**src/rtl/bitstream_gen_if.sv**
```systemverilog
// Handshake bundle between the stochastic bitstream generator and its
// producer (value/start) and consumer (ready) sides.
interface bitstream_gen_if;
    logic [7:0] value;
    logic       start;
    logic       ready;
    logic       x;
    logic       x_valid;
    logic       busy;
    logic       done;

    modport master (
        output value, start, ready,
        input  x, x_valid, busy, done
    );

    modport slave (
        input  value, start, ready,
        output x, x_valid, busy, done
    );
endinterface

```
**src/rtl/bitstream_gen.sv**
```systemverilog
// Stochastic bitstream generator: compares a maximal-length 8-bit LFSR against
// a latched probability numerator, emitting exactly value ones in 255 bits.
module bitstream_gen #(
    parameter logic [7:0]  SEED   = 8'h01,
    parameter int unsigned LENGTH = 255
) (
    input logic            clk,
    input logic            rst,
    bitstream_gen_if.slave bus
);

    localparam logic [7:0] LastCnt = 8'(LENGTH);

    typedef enum logic {StIdle, StRun} state_t;

    state_t     state;
    logic [7:0] lfsr;
    logic [7:0] value_reg;
    logic [7:0] cnt;
    logic       x_reg;
    logic       x_valid_reg;
    logic       done_reg;
    logic [7:0] lfsr_next;

    // x^8+x^6+x^5+x^4+1, Fibonacci form; never reaches zero from a nonzero seed.
    assign lfsr_next = {lfsr[6:0], lfsr[7] ^ lfsr[5] ^ lfsr[4] ^ lfsr[3]};

    always_ff @(posedge clk) begin
        if (rst) begin
            state       <= StIdle;
            lfsr        <= SEED;
            value_reg   <= 8'd0;
            cnt         <= 8'd0;
            x_reg       <= 1'b0;
            x_valid_reg <= 1'b0;
            done_reg    <= 1'b0;
        end else begin
            done_reg <= 1'b0;
            unique case (state)
                StIdle: begin
                    if (bus.start) begin
                        value_reg <= bus.value;
                        lfsr      <= SEED;
                        cnt       <= 8'd0;
                        state     <= StRun;
                    end
                end
                StRun: begin
                    if (x_valid_reg && bus.ready && (cnt == LastCnt)) begin
                        x_reg       <= 1'b0;
                        x_valid_reg <= 1'b0;
                        done_reg    <= 1'b1;
                        state       <= StIdle;
                    end else if ((!x_valid_reg || bus.ready) && (cnt < LastCnt)) begin
                        // Stalled bits (valid && !ready) fall through and hold everything.
                        x_reg       <= (lfsr <= value_reg);
                        x_valid_reg <= 1'b1;
                        lfsr        <= lfsr_next;
                        cnt         <= cnt + 8'd1;
                    end
                end
                default: state <= StIdle;
            endcase
        end
    end

    assign bus.x       = x_reg;
    assign bus.x_valid = x_valid_reg;
    assign bus.busy    = (state == StRun);
    assign bus.done    = done_reg;

    seed_nonzero_a: assert property (@(posedge clk) SEED != 8'h00)
        else $error("bitstream_gen: SEED must be nonzero");

    length_fixed_a: assert property (@(posedge clk) LENGTH == 255)
        else $error("bitstream_gen: LENGTH must be 255");

endmodule

```
**src/flat_wrapper.sv**
```systemverilog
// flat-port wrapper written by rule: the top's interface ports become plain ports
module bitstream_gen_flat 
#(
    parameter logic [7:0]  SEED   = 8'h01,
    parameter int unsigned LENGTH = 255
)
  (clk, rst, bus_value, bus_start, bus_ready, bus_x, bus_x_valid, bus_busy, bus_done);
  bitstream_gen_if bus_i ();
  input logic clk;
  input logic rst;
  input wire logic [$bits(bus_i.value)-1:0] bus_value;
  input wire logic [$bits(bus_i.start)-1:0] bus_start;
  input wire logic [$bits(bus_i.ready)-1:0] bus_ready;
  output wire logic [$bits(bus_i.x)-1:0] bus_x;
  output wire logic [$bits(bus_i.x_valid)-1:0] bus_x_valid;
  output wire logic [$bits(bus_i.busy)-1:0] bus_busy;
  output wire logic [$bits(bus_i.done)-1:0] bus_done;
  assign bus_i.value = bus_value;
  assign bus_i.start = bus_start;
  assign bus_i.ready = bus_ready;
  assign bus_x = bus_i.x;
  assign bus_x_valid = bus_i.x_valid;
  assign bus_busy = bus_i.busy;
  assign bus_done = bus_i.done;
  bitstream_gen #(.SEED(SEED), .LENGTH(LENGTH)) u_core (.clk(clk), .rst(rst), .bus(bus_i));
endmodule
```
**config.mk**
```make
export PLATFORM = sky130hd
export DESIGN_NAME = bitstream_gen_flat
export DESIGN_NICKNAME = d
export VERILOG_FILES = /design/src/rtl/bitstream_gen_if.sv /design/src/rtl/bitstream_gen.sv /design/src/flat_wrapper.sv
export SDC_FILE = /design/constraint.sdc
export NUM_CORES = 1
export LEC_CHECK = 0
export CORE_UTILIZATION = 60
export CTS_BUF_LIST = sky130_fd_sc_hd__clkbuf_4
export CTS_CLUSTER_DIAMETER = 150
export DETAILED_ROUTE_END_ITERATION = 7
export PLACE_DENSITY = 0.85
export SLEW_MARGIN = 20
export SYNTH_ARGS = -nofsm -noshare
export SYNTH_HDL_FRONTEND = slang
export SYNTH_SLANG_ARGS = --single-unit
```
**constraint.sdc**
```tcl
create_clock -name clk -period 5.24 [get_ports clk]
set_input_delay 1.048 -clock clk [delete_from_list [all_inputs] [get_ports clk]]
set_output_delay 1.048 -clock clk [all_outputs]
set_load 0.03 [all_outputs]
```
Word-level counts from Yosys, hierarchy flattened
Index checks and enable logic that the tools add are counted.
{ "word_totals": {"latchBits": 0, "register_bits": 28, "out_inout_bits": 4, "ram_bits": 0, "mem_bits_ro": 0, "n_memories": 0, "in_bits": 12} }
{ "classes": {"reduce_logical": 10, "n_eq_ne": 4, "div_mod_pow": 0, "bitwise_logic": 4, "muxes": 16, "n_lt_le_gt_ge": 2, "addsub": 1, "n_shift": 0, "mul": 0} }
{ "ops": {"columns": ["operator", "count"], "rows": [
  ["8-bit two-way mux", 6],
  ["8-bit case mux with 2 select lines", 2],
  ["8-bit by 1-bit adder with 8-bit output (second input constant)", 1],
  ["8-bit equality test (second input constant)", 1],
  ["8-bit less-or-equal comparator", 1],
  ["8-bit < comparator (second input constant)", 1],
  ["1-bit two-way mux", 7],
  ["2-bit != test (second input constant)", 3],
  ["2-bit AND reduction", 2],
  ["1-bit logical AND", 3],
  ["3-bit AND reduction", 1],
  ["1-bit bitwise XOR", 3],
  ["1-bit case mux with 2 select lines", 1],
  ["2-bit nonzero test", 1],
  ["2-bit OR reduction", 1],
  ["1-bit logical NOT", 1],
  ["1-bit logical OR", 1],
  ["1-bit NOT", 1]
]} }

Depth between registers and ports, before layout
Gate-level depths: netlist of run 1.
{ "logic_depth": {"word_depth": 6, "depth_mapped": 7, "mapped_depth_nobuf": 6} }

Least setup slack after synthesis of run 1
OpenSTA, ideal clock, no wires.
{ "synth_timing": {"path_type": "input-to-reg", "startpoint": "input port bus_ready", "endpoint": "register u_core.cnt[3]", "required_time_ns": 5.170, "path_stages": 5, "t_arrival_ns": 1.891, "n_path_buf": 1, "setup_ns": 0.070, "path_slack_ns": 3.279, "cell_sequence": "nand2b_1 o211ai_2 buf_4 or3_1 a21oi_1"} }
{ "synth_between": {"elab_chain_cells": 4, "word_cells_on_any_way": 7} }
{ "synth_lines": {"columns": ["item", "line_no", "source"], "rows": [
  ["start, declared", "flat_wrapper.sv:13", "input wire logic [$bits(bus_i.ready)-1:0] bus_ready;"],
  ["1-bit logical AND or 1-bit logical OR (tied branches)", "bitstream_gen.sv:49, bitstream_gen.sv:54", null],
  ["1-bit logical AND, on equally long branches", "bitstream_gen.sv:49, bitstream_gen.sv:54", null],
  ["2-bit != test (no line)", null, null],
  ["3-bit AND reduction (no line) (*)", null, null],
  ["end signal, assigned", "bitstream_gen.sv:59", "cnt <= cnt + 8'd1;"],
  ["end, declared", "bitstream_gen.sv:19", "logic [7:0] cnt;"]
]} }
Mark *: on every way between the ends. The rest lies on a longest branch, timed or not.
A chain may end at the register's enable or synchronous reset.

Final worst setup path of run 1
{ "layout_timing": {"startpoint": "register u_core.state, in the netlist u_core.bus.busy", "endpoint": "output port bus_busy"} }
{ "layout_rtl": {"columns": ["item", "line_no", "source"], "rows": [
  ["start, declared", "bitstream_gen.sv:16", "state_t state;"],
  ["start signal, assigned", "bitstream_gen.sv:30", "state <= StIdle;"],
  ["start signal, assigned", "bitstream_gen.sv:45", "state <= StRun;"],
  ["start signal, assigned", "bitstream_gen.sv:53", "state <= StIdle;"],
  ["end, declared", "flat_wrapper.sv:16", "output wire logic [$bits(bus_i.busy)-1:0] bus_busy;"]
]} }
No word-level cell between the ends.

==> reports/qor.csv, run 1 <==
metric;value;unit
relSlewSlack;43.8;%
cts_hold_buffers;0;
clock.fmax;381;MHz
crit_chain;clkdlybuf4s50_1;
multi_input_area;706;µm²
synth_warnings;0;
drc_errors;0;
reg2reg_to;u_core.cnt[7];
firstDrtPassIters;5;
cts_resized;0;
routedWlPerCell;13.8;µm
p_per_area;251;nW/µm²
num_io_pins;16;
cp_num_buf_inv;1;
cts_tree;yes;
grt_pass1_vias;1140;
final_core_util;74.1;%
min_from;u_core.value_reg[2];
fp.dieW;49.3;µm
start_kind;flip-flop;
finalClockSkew;0.00443;ns
viasPerCell;5.96;
setup_tns;0;ns
cp_slowest_cell;clkdlybuf4s50_1;
clk-insertion-delay-late;0.32;ns
ys_top_cells_by_area;dfxtp_1 42%, a21oi_1 9.7%, ha_1 8.4%, nand2_1 8.1%, nand3_1 6.0%;
grt_usage;24.1;%
clock-sinks;28;
rows;16;
finalCritPeriodShare;50.1;%
worstSetupPathType;flip-flop to output port;
drv_cap;0;
whs_path_depth;2;
whs_endpoint;u_core.value_reg[2];
r2r_slack;3.30;ns
synthCells;163;
antenna_cells;0;
dieArea;2430;µm²
core;2040;µm²
yosysSeqAreaShare;41.7;%
worstPathMaxFanout;9;
power_leakage;0.553;nW
layout-drive-gt1-share;4.60;%
rsz0062_at_grt;false;
routed-via-count;1198;
final_area;1510;µm²
critical-path-max-stage-delay;0.73;ns
r2r_cells;5;
initial_utilization;65.8;%
syn2layout_area_growth;12.7;%
grt_overflow_total;0;
post_cts_buffers;0;
cts.clk_slew.worst_paths;0.14;ns
syn_area;1340;µm²
hp-class;flip-flop to flip-flop;
run_status;finished, final reports clean;
drt_wl_total;2.78;mm
worstPathRequired;4.19;ns
gp_congestion;0.764;
final_hold_viol_count;0;
ys_ff_latch;28;
synth_top_cell_by_area;dfxtp_1;
end_kind;output port;
cpLargestDelayFamily;buffers and inverters;
rr_startpoint;u_core.cnt[0];
synth_top_area_share;41.7;%
peakVddDrop;0.181;mV
cts_buffer_depth;2;
die_h;49.3;µm
synth_cell_types;31;
syn_avg_cell_area;8.24;µm²
cp.arrival;1.58;ns
slew_viol_final;0;
cts_root_buf;clkbuf_4;
antenna_found_initial;0;
cts_htree_levels;1;
tightestPinTransition;0.840;ns
detail-route-antenna-nets;0;
finalCriticalPeriod;2.62;ns
setup_viol;0;
first_iter_violations;34;
finalNetCount;196;
cts_buffers;3;
fillers;162;
placed_cell_area;1490;µm²
hpwl;1.98;mm
seq_area;561;µm²
synth_nets;184;
grt_pass1_wl;4.57;mm
grt_max_degree;24;
io_buffer_count;15;
## where the power goes
| part | leakage [nW] | total, W | internal (W) | switching (W) |
|---|---|---|---|---|
| logic | 0.310 | 0.0000625 | 0.0000273 | 0.0000352 |
| clock network | 0.0154 | 0.0000896 | 0.0000279 | 0.0000617 |
| registers | 0.228 | 0.000228 | 0.000221 | 0.00000663 |
| total | 0.553 | 0.000380 | 0.000276 | 0.000104 |
## logic make-up (layout without fill, tap and decap cells)
| kind of cell | after synthesis | in the layout | share of synthesized area (%) |
|---|---|---|---|
| AO/OA/AOI/OAI | 41 | 41 | 18.8 |
| XOR/XNOR | 3 | 3 | 1.96 |
| adder cells (fa/ha/maj) | 9 | 9 | 8.38 |
| buffers and inverters | 18 | 29 | 5.77 |
| flip-flops | 28 | 28 | 41.7 |
| AND/OR/NAND/NOR | 64 | 64 | 23.4 |
## placed cells by master, fill, tap and decap left out
| master | count |
|---|---|
| o21bai_1 | 1 |
| clkbuf_4 | 3 |
| clkinv_1 | 1 |
| and3_2 | 1 |
| clkdlybuf4s50_1 | 15 |
| a21o_1 | 1 |
| xor2_1 | 1 |
| or2_2 | 1 |
| o211ai_2 | 1 |
| nor2_1 | 2 |
| xnor2_1 | 2 |
| dfxtp_1 | 28 |
| nand4_2 | 1 |
| or4_1 | 3 |
| o21ai_0 | 4 |
| nand2b_1 | 4 |
| o31ai_1 | 3 |
| or3_1 | 3 |
| nor3_1 | 2 |
| a311oi_2 | 1 |
| a221o_1 | 2 |
| nand3_1 | 16 |
| inv_1 | 10 |
| o211a_1 | 1 |
| nor2b_1 | 1 |
| ha_1 | 9 |
| a21oi_1 | 26 |
| a22oi_1 | 1 |
| and4_1 | 1 |
| nand2_1 | 29 |
## metal layers
layer	vias up	GRT usage (%)	wire length [µm]
met5	-	0	0
met4	0	7.84	13
met3	2	3.74	132
met2	42	47.3	1430
met1	563	25.5	1200
li1	591	-	-
## how the worst max path moves through the flow
stage	startpoint	depth (start not counted)	slack (ns)	end
floorplan	bus_ready	5	3.28	u_core.cnt[3]
global route	u_core.bus.busy	1	2.57	bus_busy
finish	u_core.bus.busy	1	2.62	bus_busy
CTS	u_core.bus.busy	1	2.61	bus_busy
detailed placement	bus_ready	5	2.30	u_core.cnt[7]
global placement	bus_ready	5	2.45	u_core.cnt[7]
## metrics by stage
stage	hold WS (ns)	cells	setup WS, ns	total power (W)
6_report	0.465	201	2.62	0.000380
5_1_grt	0.490	201	2.57	0.000394
4_1_cts	0.467	201	2.61	0.000382
3_5_place_dp	0.448	197	2.30	0.000294
3_3_place_gp	0.442	197	2.45	0.000290
2_1_floorplan	0.436	163	3.28	0.000274
## layout make-up
cell class / count / share of cell area (%)
clock buffers: 3 / 1.49
clock inverters: 1 / 0.248
inverters: 10 / 2.48
multi-input cells: 117 / 46.6
flip-flops and latches: 28 / 37.0
well taps: 27 / 2.23
repair buffers: 15 / 9.92
## synth_stat cells
cell type  instances
o211ai_2           1
a21o_1             1
inv_1             10
and4_1             1
a221o_1            2
or2_2              1
o21bai_1           1
nand2b_1           4
o21ai_0            4
or3_1              3
clkbuf_1           3
nand2_1           29
and3_2             1
nor2_1             2
nand3_1           16
xor2_1             1
buf_4              2
nor3_1             2
a311oi_2           1
buf_2              2
a21oi_1           26
o31ai_1            3
a22oi_1            1
xnor2_1            2
dfxtp_1           28
or4_1              3
o211a_1            1
nand4_2            1
buf_1              1
nor2b_1            1
ha_1               9
(Power assumes the default switching activity.)
==> run 2, diff against run 1 <==
--- a/config.mk
+++ b/config.mk
@@ -5,11 +5,11 @@
 export SDC_FILE = /design/constraint.sdc
 export NUM_CORES = 1
 export LEC_CHECK = 0
-export CORE_UTILIZATION = 60
+export CORE_UTILIZATION = 51
 export CTS_BUF_LIST = sky130_fd_sc_hd__clkbuf_4
 export CTS_CLUSTER_DIAMETER = 150
 export DETAILED_ROUTE_END_ITERATION = 7
-export PLACE_DENSITY = 0.85
+export PLACE_DENSITY = 0.77
 export SLEW_MARGIN = 20
 export SYNTH_ARGS = -nofsm -noshare
 export SYNTH_HDL_FRONTEND = slang
==> constraint.sdc (replaced) <==
create_clock -name clk -period 2.1 [get_ports clk]
set_input_delay 0.42 -clock clk [delete_from_list [all_inputs] [get_ports clk]]
set_output_delay 0.42 -clock clk [all_outputs]
set_load 0.03 [all_outputs]
==> run 2 against run 1 <==
  * Via count is 2.1% lower
  * Flip-flop and latch count is the same
  * Largest power group unchanged
  * Highest routed layer unchanged
  * Count of clock-buffer cells in the layout did not move
==> reports/qor.csv, run 2 (same netlist as run 1, synthesis figures left out) <==
metric;value;unit;change
clock-sinks;28;;unchanged
grt_usage;20.3;%;was 24.1%
gp_congestion;0.720;;was 0.764
worstPathMaxFanout;9;;unchanged
end_kind;output port;;unchanged
hpwl;1.94;mm;was 1.98 mm
clock.fmax;506;MHz;
start_kind;flip-flop;;unchanged
met1_length;1.23;mm;was 1.20 mm
routedWlPerCell;12.3;µm;was 13.8 µm
cts_htree_levels;1;;unchanged
cts_tree;yes;;unchanged
rows;18;;was 16
hp-class;flip-flop to flip-flop;;unchanged
route.top_layer_used;met4;;unchanged
first_iter_violations;20;;was 34
rsz0062_at_grt;false;;unchanged
cts_buffer_depth;2;;unchanged
detail-route-antenna-nets;0;;unchanged
final_hold_viol_count;0;;unchanged
dieArea;2840;µm²;was 2430 µm²
dp.cells;206;;was 197
tightestPinTransition;0.444;ns;was 0.840 ns
fp.dieW;53.3;µm;was 49.3 µm
post_cts_buffers;0;;unchanged
cpLargestDelayFamily;buffers and inverters;;unchanged
critical-path-max-stage-delay;0.73;ns;about the same
finalCriticalPeriod;1.98;ns;
final_cells;210;;was 201
syn2layout_area_growth;16.3;%;was 12.7%
setup_tns;0;ns;unchanged
cts_root_buf;clkbuf_4;;unchanged
finalClockSkew;0.00485;ns;was 0.00443 ns
relSlewSlack;70.3;%;was 43.8%
layout-drive-gt1-share;7.78;%;was 4.60%
cts_hold_buffers;0;;unchanged
antenna_cells;0;;unchanged
fillers;239;;was 162
grt_pass1_vias;1060;;was 1140
drv_cap;0;;unchanged
num_io_pins;16;;unchanged
p_per_area;606;nW/µm²;was 251 nW/µm²
core;2480;µm²;was 2040 µm²
cp.arrival;1.56;ns;was 1.58 ns
routed-via-count;1173;;was 1198
firstDrtPassIters;6;;was 5
cp_num_buf_inv;1;;unchanged
min_from;u_core.value_reg[4];;was u_core.value_reg[2]
final_common_cell;nand2_1;;unchanged
io_buffer_count;15;;unchanged
power_leakage;0.582;nW;was 0.553 nW
drt_wl_total;2.58;mm;was 2.78 mm
slew_viol_final;0;;unchanged
wl_met2;1.22;mm;was 1.43 mm
clk-insertion-delay-late;0.31;ns;was 0.32 ns
grt_overflow_total;0;;unchanged
initial_utilization;54.2;%;was 65.8%
run_status;finished, final reports clean;;unchanged
layout_common_cells;29 x nand2_1, 28 x dfxtp_1, 26 x a21oi_1, 16 x nand3_1, 15 x clkdlybuf4s50_1;;unchanged
viasPerCell;5.59;;was 5.96
wl_met3;91;µm;was 132 µm
grt_pass1_wl;4.23;mm;was 4.57 mm
cts_buffers;3;;unchanged
grt_max_degree;23;;was 24
worstSetupPathType;flip-flop to output port;;unchanged
finalNetCount;202;;was 196
cts_resized;0;;unchanged
rr_startpoint;u_core.value_reg[2];;was u_core.cnt[0]
die_h;53.3;µm;was 49.3 µm
finalCritPeriodShare;94.2;%;
antenna_found_initial;0;;unchanged
worstPathRequired;1.68;ns;was 4.19 ns
cp_slowest_cell;clkdlybuf4s50_1;;unchanged
setup_viol;0;;unchanged
cts.clk_slew.worst_paths;0.14;ns;about the same
startpoint;u_core.bus.busy;;unchanged
peakVddDrop;0.395;mV;was 0.181 mV
crit_chain;clkdlybuf4s50_1;;unchanged
drc_errors;0;;unchanged
r2r_slack;0.20;ns;was 3.30 ns
==> run 2: cell types whose count changed in the layout (fill, tap and decap cells not counted), sizes merged <==
cell / before / now
buf: 0 / 6
==> run 2: layer usage <==
metal | global-route usage, % | vias up
met2 | 35.6 | 24
met1 | 24.1 | 542
met3 | 2.87 | 4
li1 | - | 603
met4 | 8.77 | 0
met5 | 0 | -
==> run 2: final cells by class <==
| type | count | area (µm²) | area share, % |
|---|---|---|---|
| Clock buffer | 3 | 22.5 | 1.44 |
| Multi-Input combinational cell | 117 | 706 | 45.2 |
| Timing Repair Buffer | 21 | 195 | 12.5 |
| Tap cell | 30 | 37.5 | 2.40 |
| Sequential cell | 28 | 561 | 35.9 |
| Clock inverter | 1 | 3.75 | 0.240 |
| Inverter | 10 | 37.5 | 2.40 |
==> run 2: metrics by stage <==
stage | cell area [µm²] | setup WS (ns) | hold slack (ns) | utilization (%) | total power, W
6_report | 1560 | 0.123 | 0.463 | 63.1 | 0.000947
5_1_grt | 1560 | 0.0525 | 0.494 | 63.1 | 0.000991
4_1_cts | 1560 | 0.113 | 0.467 | 63.1 | 0.000962
3_5_place_dp | 1540 | 0.0514 | 0.449 | 62.0 | 0.000743
3_3_place_gp | 1540 | 0.120 | 0.444 | 62.0 | 0.000737
2_1_floorplan | 1340 | 0.333 | 0.436 | - | 0.000683
==> run 2: final timing paths <==
path | end | depth (start not counted)
setup / recovery | bus_busy | 1
hold / removal | u_core.value_reg[4] | 2
setup reg to reg | u_core.bus.x | 6
hold reg to reg | u_core.value_reg[4] | 2
==> run 2: power by group <==
| group | switching (W) | total [W] | internal, W |
|---|---|---|---|
| sequential | 0.0000161 | 0.000568 | 0.000552 |
| combinational | 0.0000863 | 0.000165 | 0.0000783 |
| clock | 0.000145 | 0.000215 | 0.0000695 |
| total | 0.000248 | 0.000947 | 0.000700 |
==> run 3, diff against run 2 <==
--- a/config.mk
+++ b/config.mk
@@ -5,11 +5,11 @@
 export SDC_FILE = /design/constraint.sdc
 export NUM_CORES = 1
 export LEC_CHECK = 0
-export CORE_UTILIZATION = 51
+export CORE_UTILIZATION = 43
 export CTS_BUF_LIST = sky130_fd_sc_hd__clkbuf_4
 export CTS_CLUSTER_DIAMETER = 150
 export DETAILED_ROUTE_END_ITERATION = 7
-export PLACE_DENSITY = 0.77
+export PLACE_DENSITY = 0.67
 export SLEW_MARGIN = 20
 export SYNTH_ARGS = -nofsm -noshare
 export SYNTH_HDL_FRONTEND = slang
==> run 3 against run 2 <==
  * Largest cell class unchanged
  * Design area rose by 1.8%
  * Worst setup slack improved by 0.075 ns
  * Largest power group unchanged
  * The flow now finishes with violations (DRC)
  * Critical endpoint is now u_core.bus.x
  * Sequential power barely moved
==> reports/qor.csv, run 3 (same netlist as run 1, synthesis figures left out) <==
metric;value;unit;change
finalCriticalPeriod;1.90;ns;was 1.98 ns
finalClockSkew;0.00506;ns;was 0.00485 ns
final_hold_viol_count;0;;unchanged
critical-path-max-stage-delay;0.37;ns;was 0.73 ns
crit_chain;inv_1, ha_1, a21o_1, a221o_1, a221o_1, a311oi_2;;was clkdlybuf4s50_1
cp_slowest_cell;a221o_1;;was clkdlybuf4s50_1
grt_max_degree;23;;unchanged
grt_pass1_vias;1095;;was 1060
drv_cap;0;;unchanged
routedWlPerCell;12.3;µm;about the same
die_h;57.9;µm;was 53.3 µm
r2r_cells;6;;unchanged
worstPathMaxFanout;2;;was 9
cp.arrival;2.17;ns;was 1.56 ns
dieArea;3350;µm²;was 2840 µm²
layout_common_cells;29 x nand2_1, 28 x dfxtp_1, 26 x a21oi_1, 16 x nand3_1, 15 x clkdlybuf4s50_1;;unchanged
met1_length;1.29;mm;was 1.23 mm
setup_tns;0;ns;unchanged
cts_root_buf;clkbuf_4;;unchanged
cts_tree;yes;;unchanged
relSlewSlack;70.9;%;was 70.3%
wl_met2;1.20;mm;was 1.22 mm
finalCritPeriodShare;90.6;%;was 94.2%
syn2layout_area_growth;18.3;%;was 16.3%
grt_pass1_wl;4.51;mm;was 4.23 mm
start_kind;flip-flop;;unchanged
firstDrtPassIters;6;;unchanged
cts.clk_slew.worst_paths;0.15;ns;was 0.14 ns
placed_cell_area;1540;µm²;about the same
antenna_found_initial;0;;unchanged
num_io_pins;16;;unchanged
rsz0062_at_grt;false;;unchanged
gp_congestion;0.800;;was 0.720
final_core_util;55.7;%;was 63.1%
route.top_layer_used;met4;;unchanged
worstPathRequired;2.37;ns;was 1.68 ns
power;0.00109;W;was 0.000947 W
setup_viol;0;;unchanged
peakVddDrop;0.332;mV;was 0.395 mV
wl_met3;94;µm;was 91 µm
hpwl;1.86;mm;was 1.94 mm
worstSetupPathType;flip-flop to flip-flop;;was flip-flop to output port
final_common_cell;nand2_1;;unchanged
power_leakage;0.594;nW;was 0.582 nW
cts_hold_buffers;0;;unchanged
slew_viol_final;0;;unchanged
clk-insertion-delay-late;0.33;ns;was 0.31 ns
viasPerCell;5.63;;was 5.59
fp.dieW;57.9;µm;was 53.3 µm
cts_resized;0;;unchanged
rows;19;;was 18
grt_usage;16.8;%;was 20.3%
clock.fmax;526;MHz;was 506 MHz
post_cts_buffers;0;;unchanged
whs_endpoint;u_core.value_reg[4];;unchanged
min_from;u_core.value_reg[4];;unchanged
io_buffer_count;15;;unchanged
initial_utilization;47.1;%;was 54.2%
layout-drive-gt1-share;8.33;%;was 7.78%
multi_input_area;706;µm²;unchanged
detail-route-antenna-nets;0;;unchanged
reg2reg_to;u_core.bus.x;;unchanged
run_status;complete, but fails checks;;was finished, final reports clean
r2r_slack;0.20;ns;about the same
rr_startpoint;u_core.value_reg[2];;unchanged
tightestPinTransition;0.436;ns;was 0.444 ns
antenna_cells;0;;unchanged
final_area;1590;µm²;was 1560 µm²
finalNetCount;202;;unchanged
cts_buffers;3;;unchanged
routed-via-count;1187;;was 1173
violations;DRC;;
seq_area;561;µm²;unchanged
p_per_area;684;nW/µm²;was 606 nW/µm²
fillers;270;;was 239
whs_path_depth;2;;unchanged
grt_overflow_total;0;;unchanged
cpMostUsedCell;a221o_1;;
cts_htree_levels;1;;unchanged
first_iter_violations;38;;was 20
drc_errors;2;;was 0
clock-sinks;28;;unchanged
drt_wl_total;2.60;mm;was 2.58 mm
cts_buffer_depth;2;;unchanged
core;2850;µm²;was 2480 µm²
hp-class;flip-flop to flip-flop;;unchanged
end_kind;flip-flop;;was output port
==> run 3: cell types whose count changed in the layout (fill, tap and decap cells not counted), sizes merged <==
cell / change
clkinv: -1
bufinv: +1
==> run 3: per-stage QoR <==
stage	cells	hold WS (ns)	setup WS (ns)
after global placement	207	0.443	0.110
after detailed placement	207	0.449	0.0615
after CTS	211	0.469	0.191
final	211	0.468	0.197
after floorplan	163	0.436	0.333
after global routing	211	0.507	0.135
==> run 3: routing by layer <==
layer	vias up	global-route usage (%)
met4	0	4.08
li1	606	-
met5	-	0
met3	3	4.02
met2	25	28.7
met1	553	21.2
==> run 3: final cells by class <==
type / instances / area share, %
clock buffers: 3 / 1.42
clock inverters: 1 / 1.89
inverters: 10 / 2.36
multi-input cells: 117 / 44.4
flip-flops and latches: 28 / 35.2
well taps: 31 / 2.44
repair buffers: 21 / 12.3
==> run 3: how the worst max path moves through the flow <==
stage,slack (ns),from,to,cells past startpoint
2_1_floorplan,0.33,u_core.value_reg[2],u_core.bus.x,6
3_3_place_gp,0.11,bus_ready,u_core.cnt[5],5
3_5_place_dp,0.06,bus_ready,u_core.cnt[5],5
4_1_cts,0.19,u_core.value_reg[2],u_core.bus.x,6
5_1_grt,0.13,u_core.value_reg[2],u_core.bus.x,6
6_report,0.20,u_core.value_reg[2],u_core.bus.x,6
==> run 3: worst max-delay path: cells and delay by family (launching register included) <==
kind	cells	cell delay, ns
compound gates	4	1.14
fa+ha+maj	1	0.29
flops	1	0.36
buf+inv	1	0.05
==> run 3: where the power goes <==
group	internal [W]	switching (W)
logic	0.0000781	0.0000900
registers	0.000552	0.0000133
clock network	0.000193	0.000161
